File: src/rtl/fpu_addsub_pkg.sv
// Shared constants, helpers and FSM encoding for the FP add/subtract datapath.
// Contents: default significand/exponent widths, derived aligned width (XW),
// shift step count (LS), clog2 helpers and the alignment FSM state type.
package fpu_addsub_pkg;

    localparam int unsigned SW_DEF = 24;
    localparam int unsigned EW_DEF = 8;

    // Ceiling log2 usable in constant expressions.
    function automatic int unsigned clog2(input int unsigned n);
        int unsigned r;
        r = 0;
        while ((64'(1) << r) < 64'(n)) begin
            r = r + 1;
        end
        return r;
    endfunction

    // Index width for selecting one of n bits; never narrower than 1.
    function automatic int unsigned idx_width(input int unsigned n);
        return (n > 1) ? clog2(n) : 1;
    endfunction

    localparam int unsigned XW_DEF = SW_DEF + 3;
    localparam int unsigned LS_DEF = clog2(XW_DEF);

    typedef enum logic [1:0] {
        IDLE  = 2'd0,
        SHIFT = 2'd1,
        DONE  = 2'd2
    } align_state_t;

endpackage

File: src/rtl/mant_align_shifter_sticky_rshift_step.sv
// One logarithmic right-shift step with sticky folding.
// Ports: x   - working value {significand, G, R, S}
//        b   - step index; shift distance is 2^b
//        en  - apply this step (the shift-amount bit for b)
//        y   - result; bit 0 is the OR of every bit that moved through or past it
module sticky_rshift_step
    import fpu_addsub_pkg::*;
#(
    parameter int unsigned XW = XW_DEF,
    parameter int unsigned LS = LS_DEF,
    localparam int unsigned KW = idx_width(LS)
) (
    input  logic [XW-1:0] x,
    input  logic [KW-1:0] b,
    input  logic          en,
    output logic [XW-1:0] y
);

    logic [31:0]   s;
    logic [XW-1:0] shifted;
    logic [XW-1:0] mask;
    logic          sticky;

    // Bits x[s:0] all collapse into position 0, including the old sticky.
    always_comb begin
        s       = 32'(1) << b;
        shifted = x >> s;
        mask    = ~({XW{1'b1}} << (s + 32'(1)));
        sticky  = |(x & mask);
        y       = x;
        if (en) begin
            y = {shifted[XW-1:1], sticky};
        end
    end

endmodule

File: src/rtl/mant_align_shifter.sv
// Iterative significand alignment shifter for the FP add/subtract datapath.
// Shifts the smaller significand right by the exponent difference, one
// power-of-two step per cycle, producing {significand, G, R, S}.
// Ports: clk, rst (sync, active-high)
//        start_i     - request; accepted in IDLE or DONE
//        Exp_Diff_i  - unsigned exponent difference, captured with start_i
//        Data_M_i    - significand to align, captured with start_i
//        busy_o      - high while shifting
//        ready_o     - one-cycle pulse, Data_Shft_o valid
//        Data_Shft_o - aligned result, held until the next completion
module mant_align_shifter
    import fpu_addsub_pkg::*;
#(
    parameter int unsigned SW = SW_DEF,
    parameter int unsigned EW = EW_DEF
) (
    input  logic            clk,
    input  logic            rst,
    input  logic            start_i,
    input  logic [EW-1:0]   Exp_Diff_i,
    input  logic [SW-1:0]   Data_M_i,
    output logic            busy_o,
    output logic            ready_o,
    output logic [SW+2:0]   Data_Shft_o
);

    localparam int unsigned XW = SW + 3;
    localparam int unsigned LS = clog2(XW);
    localparam int unsigned KW = idx_width(LS);

    align_state_t  state_q, state_d;
    logic [XW-1:0] x_q, x_d;
    logic [LS-1:0] amt_q, amt_d;
    logic [KW-1:0] k_q, k_d;
    logic [XW-1:0] res_d;
    logic [XW-1:0] x_step;
    logic [LS-1:0] amt_sat;

    // Any difference of XW-1 or more leaves only the sticky bit.
    always_comb begin
        amt_sat = LS'(Exp_Diff_i);
        if (32'(Exp_Diff_i) >= XW - 1) begin
            amt_sat = LS'(XW - 1);
        end
    end

    sticky_rshift_step #(
        .XW (XW),
        .LS (LS)
    ) u_step (
        .x  (x_q),
        .b  (k_q),
        .en (amt_q[k_q]),
        .y  (x_step)
    );

    // Next-state and datapath control; steps run MSB-first from k = LS-1.
    always_comb begin
        state_d = state_q;
        x_d     = x_q;
        amt_d   = amt_q;
        k_d     = k_q;
        res_d   = Data_Shft_o;
        unique case (state_q)
            IDLE: begin
                if (start_i) begin
                    x_d     = {Data_M_i, 3'b000};
                    amt_d   = amt_sat;
                    k_d     = KW'(LS - 1);
                    state_d = SHIFT;
                end
            end
            SHIFT: begin
                x_d = x_step;
                if (k_q == '0) begin
                    res_d   = x_step;
                    state_d = DONE;
                end else begin
                    k_d = k_q - KW'(1);
                end
            end
            DONE: begin
                if (start_i) begin
                    x_d     = {Data_M_i, 3'b000};
                    amt_d   = amt_sat;
                    k_d     = KW'(LS - 1);
                    state_d = SHIFT;
                end else begin
                    state_d = IDLE;
                end
            end
            default: begin
                state_d = IDLE;
            end
        endcase
    end

    // State, datapath and registered outputs.
    always_ff @(posedge clk) begin
        if (rst) begin
            state_q     <= IDLE;
            x_q         <= '0;
            amt_q       <= '0;
            k_q         <= '0;
            busy_o      <= 1'b0;
            ready_o     <= 1'b0;
            Data_Shft_o <= '0;
        end else begin
            state_q     <= state_d;
            x_q         <= x_d;
            amt_q       <= amt_d;
            k_q         <= k_d;
            busy_o      <= (state_d == SHIFT);
            ready_o     <= (state_d == DONE);
            Data_Shft_o <= res_d;
        end
    end

endmodule

File: config.mk
export PLATFORM = sky130hd
export DESIGN_NAME = mant_align_shifter
export DESIGN_NICKNAME = d
export VERILOG_FILES = /design/src/rtl/fpu_addsub_pkg.sv /design/src/rtl/mant_align_shifter_sticky_rshift_step.sv /design/src/rtl/mant_align_shifter.sv
export SDC_FILE = /design/constraint.sdc
export NUM_CORES = 1
export LEC_CHECK = 0
export BUFFER_PORTS_ARGS = -buffer_cell sky130_fd_sc_hd__buf_2
export CAP_MARGIN = 5
export CELL_PAD_IN_SITES_DETAIL_PLACEMENT = 1
export CELL_PAD_IN_SITES_GLOBAL_PLACEMENT = 2
export CORE_ASPECT_RATIO = 1.75
export CORE_UTILIZATION = 31
export DETAILED_ROUTE_END_ITERATION = 16
export GPL_ROUTABILITY_DRIVEN = 0
export PLACE_DENSITY_LB_ADDON = 0.1
export SLEW_MARGIN = 30
export SYNTH_ARGS = -nofsm -noshare
export SYNTH_HDL_FRONTEND = slang
export SYNTH_SLANG_ARGS = --single-unit
File: constraint.sdc
create_clock -name clk -period 2.7 [get_ports clk]
set_input_delay 0.54 -clock clk [delete_from_list [all_inputs] [get_ports clk]]
set_output_delay 0.54 -clock clk [all_outputs]
set_load 0.02 [all_outputs]
==> results of run 1 <==
logic make-up after synthesis:
family,count (synthesis)
compound gates,251
flops,66
buf+inv,83
simple gates,254
xor+xnor,3
fa+ha+maj,6
mux,35
report_power, final:
| group | total [mW] | leakage (nW) | internal [mW] | switching, mW |
|---|---|---|---|---|
| clock | 1.11 | 0.132 | 0.666 | 0.446 |
| combinational | 1.44 | 2.11 | 0.607 | 0.832 |
| sequential | 1.20 | 0.544 | 1.06 | 0.139 |
| total | 3.75 | 2.78 | 2.33 | 1.42 |
final timing paths:
check | startpoint | endpoint | slack [ns]
worst min-delay path | Exp_Diff_i[0] | amt_q[0] | 0.46
worst min register to register | Data_Shft_o[26] | Data_Shft_o[26] | 0.46
worst max-delay path | k_q[0] | Data_Shft_o[18] | -0.0006
worst max register to register | k_q[0] | Data_Shft_o[18] | -0.0006
registers in the layout, indices dropped and copies added (netlist names):
name and flops:
Data_Shft_o 27, x_q 27, amt_q 5, k_q 3
state_q 2, busy_o 1, ready_o 1
Yosys cell counts (7+ instances only):
| master | n |
|---|---|
| a21oi_1 | 61 |
| dfxtp_1 | 66 |
| buf_2 | 26 |
| a22oi_1 | 9 |
| inv_1 | 8 |
| nand2b_1 | 9 |
| nor2_1 | 111 |
| o22ai_1 | 9 |
| nand3_1 | 11 |
| nor3_1 | 18 |
| clkbuf_1 | 28 |
| a211oi_1 | 32 |
| a2111oi_2 | 11 |
| a31oi_1 | 13 |
| nand2_1 | 60 |
| o21ai_0 | 29 |
| mux2i_1 | 26 |
| buf_4 | 7 |
| o211ai_1 | 7 |
worst max-delay path, delay by kind of cell, from the launching register on:
family          cells  cell delay, ns
compound gates      4            0.96
buf+inv             3            0.46
flops               1            0.36
mux                 1            0.35
simple gates        2            0.24
fa+ha+maj           1            0.17
metrics by stage:
step / TNS (ns) / cells / cell area (µm²) / total power, mW / util (%)
CTS: 0 / 1049 / 6829 / 3.709 / 40.48
detailed placement: -0.9405 / 1033 / 6491 / 2.572 / 38.48
global placement: -0.5562 / 1033 / 6491 / 2.556 / 38.48
floorplan: 0 / 698 / 5356 / 1.973 / -
finish: -0.0006206 / 1051 / 6993 / 3.750 / 41.46
global route: -0.1160 / 1051 / 6993 / 3.940 / 41.46
cell type report:
class                      count  area (µm²)  share of cell area, %
inverter                       9       36.28                 0.5189
sequential                    66        1330                  19.02
clock inverter                 2       12.51                 0.1789
multi-input combinational    549        3761                  53.78
tap                          227       284.0                  4.062
clock buffer                  13       260.3                  3.722
timing repair buffer         185        1309                  18.72
repair_timing:
item                       4_1_cts  5_1_grt
setup endpoints to repair       13       32
resized for setup               13       31
setup buffers                    1        2
pin swaps                        4        6
hold buffers                     0        0
per-layer routing:
layer  vias up  part of all wire, %
met2       208                   48
met5         -                    0
met3       100                  3.4
met4         0                  8.5
li1       2840                    -
met1      2981                   40
==> impl_metrics.json, run 1 <==
{
  "outcome": "finished with violations",
  "violations": "setup timing",
  "cap_violations": 0,
  "ys_top_cells_by_area": "dfxtp_1 (25%), nor2_1 (7.8%), a21oi_1 (5.7%)",
  "netlist_area_um2": 5311,
  "clock.fmax_mhz": 370.3,
  "wl_per_cell_um": 23.80,
  "worstSetupPathType": "reg -> reg",
  "grt_setup_unrepaired": "yes",
  "grt.busiest_layer": "met2",
  "antenna_cells": 0,
  "async_flop_share_pct": 0,
  "htree_levels": 3,
  "cts-root-buf": "clkbuf_16",
  "whs_ns": 0.4560,
  "dp_hpwl_um": 19470,
  "finalNetCount": 861,
  "cts.sinks": 66,
  "viasPerCell": 5.832,
  "finalWorstSetupSlack_ns": -0.0006206,
  "met3_usage_pct": 4.000,
  "die-area_um2": 17680,
  "grt_pass1_wl_um": 38440,
  "yosysWarnings": 0,
  "synth_edf_count": 0,
  "die_h_um": 175.2,
  "core_um2": 16870,
  "synth_flop_cell": "dfxtp_1",
  "yosysUniqueCellTypes": 89,
  "synth_cells": 698,
  "fill_cells": 2104,
  "cp.required_ns": 2.90,
  "tritoncts": "built",
  "critPathArrivalTime_ns": 2.90,
  "vdd_drop_max_v": 0.0002649,
  "pre_cts_slack_ns": -0.2600,
  "setup_violations": 1,
  "wl_um": 25010,
  "post-route-period-util_pct": 100.0,
  "path_cells": "inv_2 > ha_4 > buf_12 > mux2i_1 > nand2_1 > a32o_1 > a21oi_2 > nor2_1 > a211oi_2 > buf_4 > a211oi_1",
  "finalCriticalPeriod_ns": 2.701,
  "start_util_pct": 31.49,
  "grt_max_degree": 48,
  "final_common_cell": "buf_4",
  "num_rows": 63,
  "synth_compound_area_share_pct": 34.35,
  "clk_latency_ns": 0.34,
  "die_w_um": 100.9,
  "leakage_nw": 2.782,
  "synth_top_family_by_area": "compound AO/OA/AOI/OAI gates",
  "cts_made_buffers": 9,
  "hold-path-cell-count": 3,
  "synth_top_area_share_pct": 24.88,
  "overflow": 0,
  "muxShareOfSynthArea_pct": 7.727,
  "synth_seq_cells": 66,
  "worst_slew_pin_slew_ns": 0.6991,
  "drt_iter0_drc": 249,
  "yosys.area_share.simple_pct": 22.61,
  "report.final.slew_viol_count": 0,
  "postSynthAreaPerCell_um2": 7.609,
  "synth.largest_area_cell": "dfxtp_1",
  "ys_seq_area_share_pct": 24.88,
  "yosys.area_share.adder_pct": 1.413,
  "drive_gt1_share_pct": 33.50,
  "synth_xor_area_share_pct": 0.4947,
  "grt_util_met1_pct": 33.67,
  "vias": 6129,
  "startpoint_type": "flop",
  "grt_use_total_pct": 29.28,
  "final_cell_mix": "buf_4 (114), nor2_1 (109), dfxtp_1 (63), buf_2 (63), nand2_1 (60)",
  "use_met2_pct": 48.09,
  "crit_fanout": 15,
  "antenna_found_initial": 0,
  "fin_skew_ns": 0.01007,
  "slew_headroom_pct": 53.28,
  "crit_path_end_kind": "flop",
  "hold_viol": 0,
  "r2r_cells": 11,
  "io_buffers": 63,
  "io-pin-count": 64,
  "area_growth_pct": 31.66,
  "power.density_nw_per_um2": 536.2,
  "cts_buffer_depth": 2,
  "synth_fp_nets": 739,
  "grt_pass1_vias": 6477,
  "drc_errors": 0,
  "slowest_delay_ns": 0.41,
  "drtAntennaViolNets": 0,
  "drt-pass1-iter-count": 5,
  "crit_slowest_cell": "a211oi_2",
  "hold_class": "in -> reg",
  "clkTransAtPathRegs_ns": 0.05
}
No activity file was read; power rests on OpenSTA's default activity.
==> run 2: changes to the inputs <==
--- a/config.mk
+++ b/config.mk
@@ -5,12 +5,13 @@
 export SDC_FILE = /design/constraint.sdc
 export NUM_CORES = 1
 export LEC_CHECK = 0
+export ABC_AREA = 1
 export BUFFER_PORTS_ARGS = -buffer_cell sky130_fd_sc_hd__buf_2
 export CAP_MARGIN = 5
 export CELL_PAD_IN_SITES_DETAIL_PLACEMENT = 1
 export CELL_PAD_IN_SITES_GLOBAL_PLACEMENT = 2
 export CORE_ASPECT_RATIO = 1.75
-export CORE_UTILIZATION = 31
+export CORE_UTILIZATION = 28
 export DETAILED_ROUTE_END_ITERATION = 16
 export GPL_ROUTABILITY_DRIVEN = 0
 export PLACE_DENSITY_LB_ADDON = 0.1
==> impl_metrics.json, run 2 <==
{
  "outcome": "finished, final reports clean",
  "drive_gt1_share_pct": 20.45,
  "hold_class": "in -> reg",
  "finalNetCount": 931,
  "synth_fp_nets": 870,
  "grt_max_degree": 45,
  "ys_top_cells_by_area": "dfxtp_1 (26%), nand2_1 (19%), nand3_1 (7.6%)",
  "grt_pass1_wl_um": 34990,
  "slew_headroom_pct": 60.44,
  "core_um2": 17540,
  "vdd_drop_max_v": 0.0003727,
  "largest_registers": "Data_Shft_o (27), x_q (27), amt_q (5)",
  "cts.sinks": 66,
  "finalCriticalPeriod_ns": 2.456,
  "cp.required_ns": 2.92,
  "critPathArrivalTime_ns": 2.68,
  "io_buffers": 63,
  "antenna_found_initial": 0,
  "htree_levels": 3,
  "fin_skew_ns": 0.004875,
  "yosysWarnings": 0,
  "slowest_delay_ns": 0.34,
  "drt-pass1-iter-count": 4,
  "yosysMostFrequentCell": "nand2_1",
  "num_rows": 64,
  "final-seq-area_um2": 1324,
  "vias": 5873,
  "cpMostUsedCell": "nand2_1",
  "path_cells": "inv_2 > ha_4 > inv_1 > nor2_2 > buf_4 > nand2_1 > nand2_1 > inv_2 > o21ai_1 > nand2_1 > and2_1 > nand3_1 > o21ai_0 > nand2_1 > nand2_1",
  "io-pin-count": 64,
  "die-area_um2": 18600,
  "synth_flop_cell": "dfxtp_1",
  "clkTransAtPathRegs_ns": 0.05,
  "synth_cells": 829,
  "final_cell_mix": "nand2_1 (256), nand3_1 (76), nor2_1 (69)",
  "drt_iter0_drc": 262,
  "cap_violations": 0,
  "hp-start": "Exp_Diff_i[0]",
  "yosysUniqueCellTypes": 42,
  "multi_input_area_um2": 3304,
  "synth_edf_count": 0,
  "setup_violations": 0,
  "fill_cells": 2330,
  "r2r_cells": 15,
  "hold_path_end": "amt_q[0]",
  "grt_setup_unrepaired": "yes",
  "report.final.slew_viol_count": 0,
  "postSynthAreaPerCell_um2": 6.091,
  "area_growth_pct": 19.03,
  "crit_path_end_kind": "flop",
  "die_h_um": 179.7,
  "post-route-period-util_pct": 90.97,
  "final_common_cell": "nand2_1",
  "leakage_nw": 2.831,
  "worstSetupPathType": "reg -> reg",
  "r2r_slack_ns": 0.24,
  "fin_tns_setup_ns": 0,
  "startpoint_type": "flop",
  "netlist_area_um2": 5050,
  "tritoncts": "built",
  "grt_pass1_vias": 6215,
  "synth.largest_area_cell": "dfxtp_1",
  "synth_top_area_share_pct": 26.16,
  "r2r_end": "Data_Shft_o[19]",
  "antenna_cells": 0,
  "viasPerCell": 5.216,
  "hold-path-cell-count": 3,
  "die_w_um": 103.5,
  "synth_commonest_cells": "nand2_1 (256), nand3_1 (77), nor2_1 (70)",
  "crit_fanout": 23,
  "drtAntennaViolNets": 0,
  "dp_hpwl_um": 17570,
  "async_flop_share_pct": 0,
  "hold_buffers": 0,
  "timing.rr.start": "k_q[0]",
  "wl_per_cell_um": 19.81,
  "worst_slew_pin_slew_ns": 0.5928,
  "grt_use_total_pct": 24.38,
  "cts-root-buf": "clkbuf_16",
  "drc_errors": 0,
  "overflow": 0,
  "wl_um": 22300,
  "cts_made_buffers": 9,
  "crit_slowest_cell": "dfxtp_2",
  "final_util_pct": 34.28,
  "clk_latency_ns": 0.33,
  "ys_seq_area_share_pct": 26.16,
  "power.density_nw_per_um2": 597.7,
  "clock.fmax_mhz": 407.1,
  "start_util_pct": 28.80,
  "hold_viol": 0,
  "synth_seq_cells": 66,
  "cts_buffer_depth": 2
}
## run 2: cell types whose count changed after synthesis, sizes merged, moves of 30 or more
cell / change
nand2: +206
o21ai: +88
nand3: +66
inv: +50
a211oi: -32
o211ai: +30
## run 2: kinds of logic (layout without fill, tap and decap cells)
group / count (synthesis) / count (layout) / share of synthesized area [%]
and+or+nand+nor: 442 / 442 / 37.93
AOI/OAI and AO/OA: 211 / 211 / 25.27
buffers and inverters: 104 / 170 / 9.142
DFF: 66 / 66 / 26.16
adders and majority gates: 6 / 6 / 1.487
## run 2: worst max-delay path by stage
stage	slack (ns)	startpoint	endpoint
2_1_floorplan	0.16	k_q[1]	x_q[0]
3_3_place_gp	0.12	k_q[1]	x_q[4]
3_5_place_dp	-0.008	k_q[1]	x_q[0]
4_1_cts	0.007	k_q[1]	x_q[4]
5_1_grt	-0.02	k_q[1]	x_q[0]
6_report	0.24	k_q[0]	Data_Shft_o[19]
## run 2: area by class of cell
| cell class | instances | area share [%] |
|---|---|---|
| Clock buffer | 13 | 4.163 |
| Clock inverter | 3 | 0.2498 |
| Inverter | 60 | 3.830 |
| Multi-Input combinational cell | 659 | 54.98 |
| Sequential cell | 66 | 22.02 |
| Tap cell | 231 | 4.808 |
| Timing Repair Buffer | 94 | 9.950 |
## run 2: metrics by stage
stage	hold WS (ns)	instances	total power, mW	area [µm²]	worst slack, ns
floorplan	0.4502	829	2.062	5050	0.1563
global placement	0.4614	1108	2.516	5688	0.1194
detailed placement	0.4655	1108	2.531	5688	-0.008152
CTS	0.4628	1124	3.606	5953	0.006522
global route	0.4838	1126	3.825	6011	-0.01762
finish	0.4726	1126	3.593	6011	0.2439
## run 2: what timing repair did
item	in CTS	in global routing
gates resized for setup	0	16
endpoints found under the setup margin	1	39
pin swaps	1	2
buffers inserted	0	2
## run 2: report_power, final
group | leakage [nW] | internal, mW | switching (mW)
logic | 2.15 | 0.436 | 0.920
registers | 0.544 | 1.07 | 0.113
clock network | 0.133 | 0.642 | 0.417
total | 2.83 | 2.14 | 1.45
## run 2: critical path, delay by kind of cell, from the launching register on
| kind | cells | cell delay, ns |
|---|---|---|
| DFF | 1 | 0.34 |
| AOI/OAI and AO/OA | 2 | 0.36 |
| adders and majority gates | 1 | 0.17 |
| and+or+nand+nor | 8 | 0.94 |
| buffers and inverters | 4 | 0.53 |
## run 2: per-layer routing
| layer | vias up | global-route usage [%] | part of all wire [%] |
|---|---|---|---|
| met2 | 144 | 43.95 | 50 |
| met5 | - | 0 | 0 |
| met3 | 39 | 2.357 | 3.3 |
| met1 | 2803 | 28.20 | 42 |
| met4 | 0 | 12.75 | 4.5 |
| li1 | 2887 | - | - |
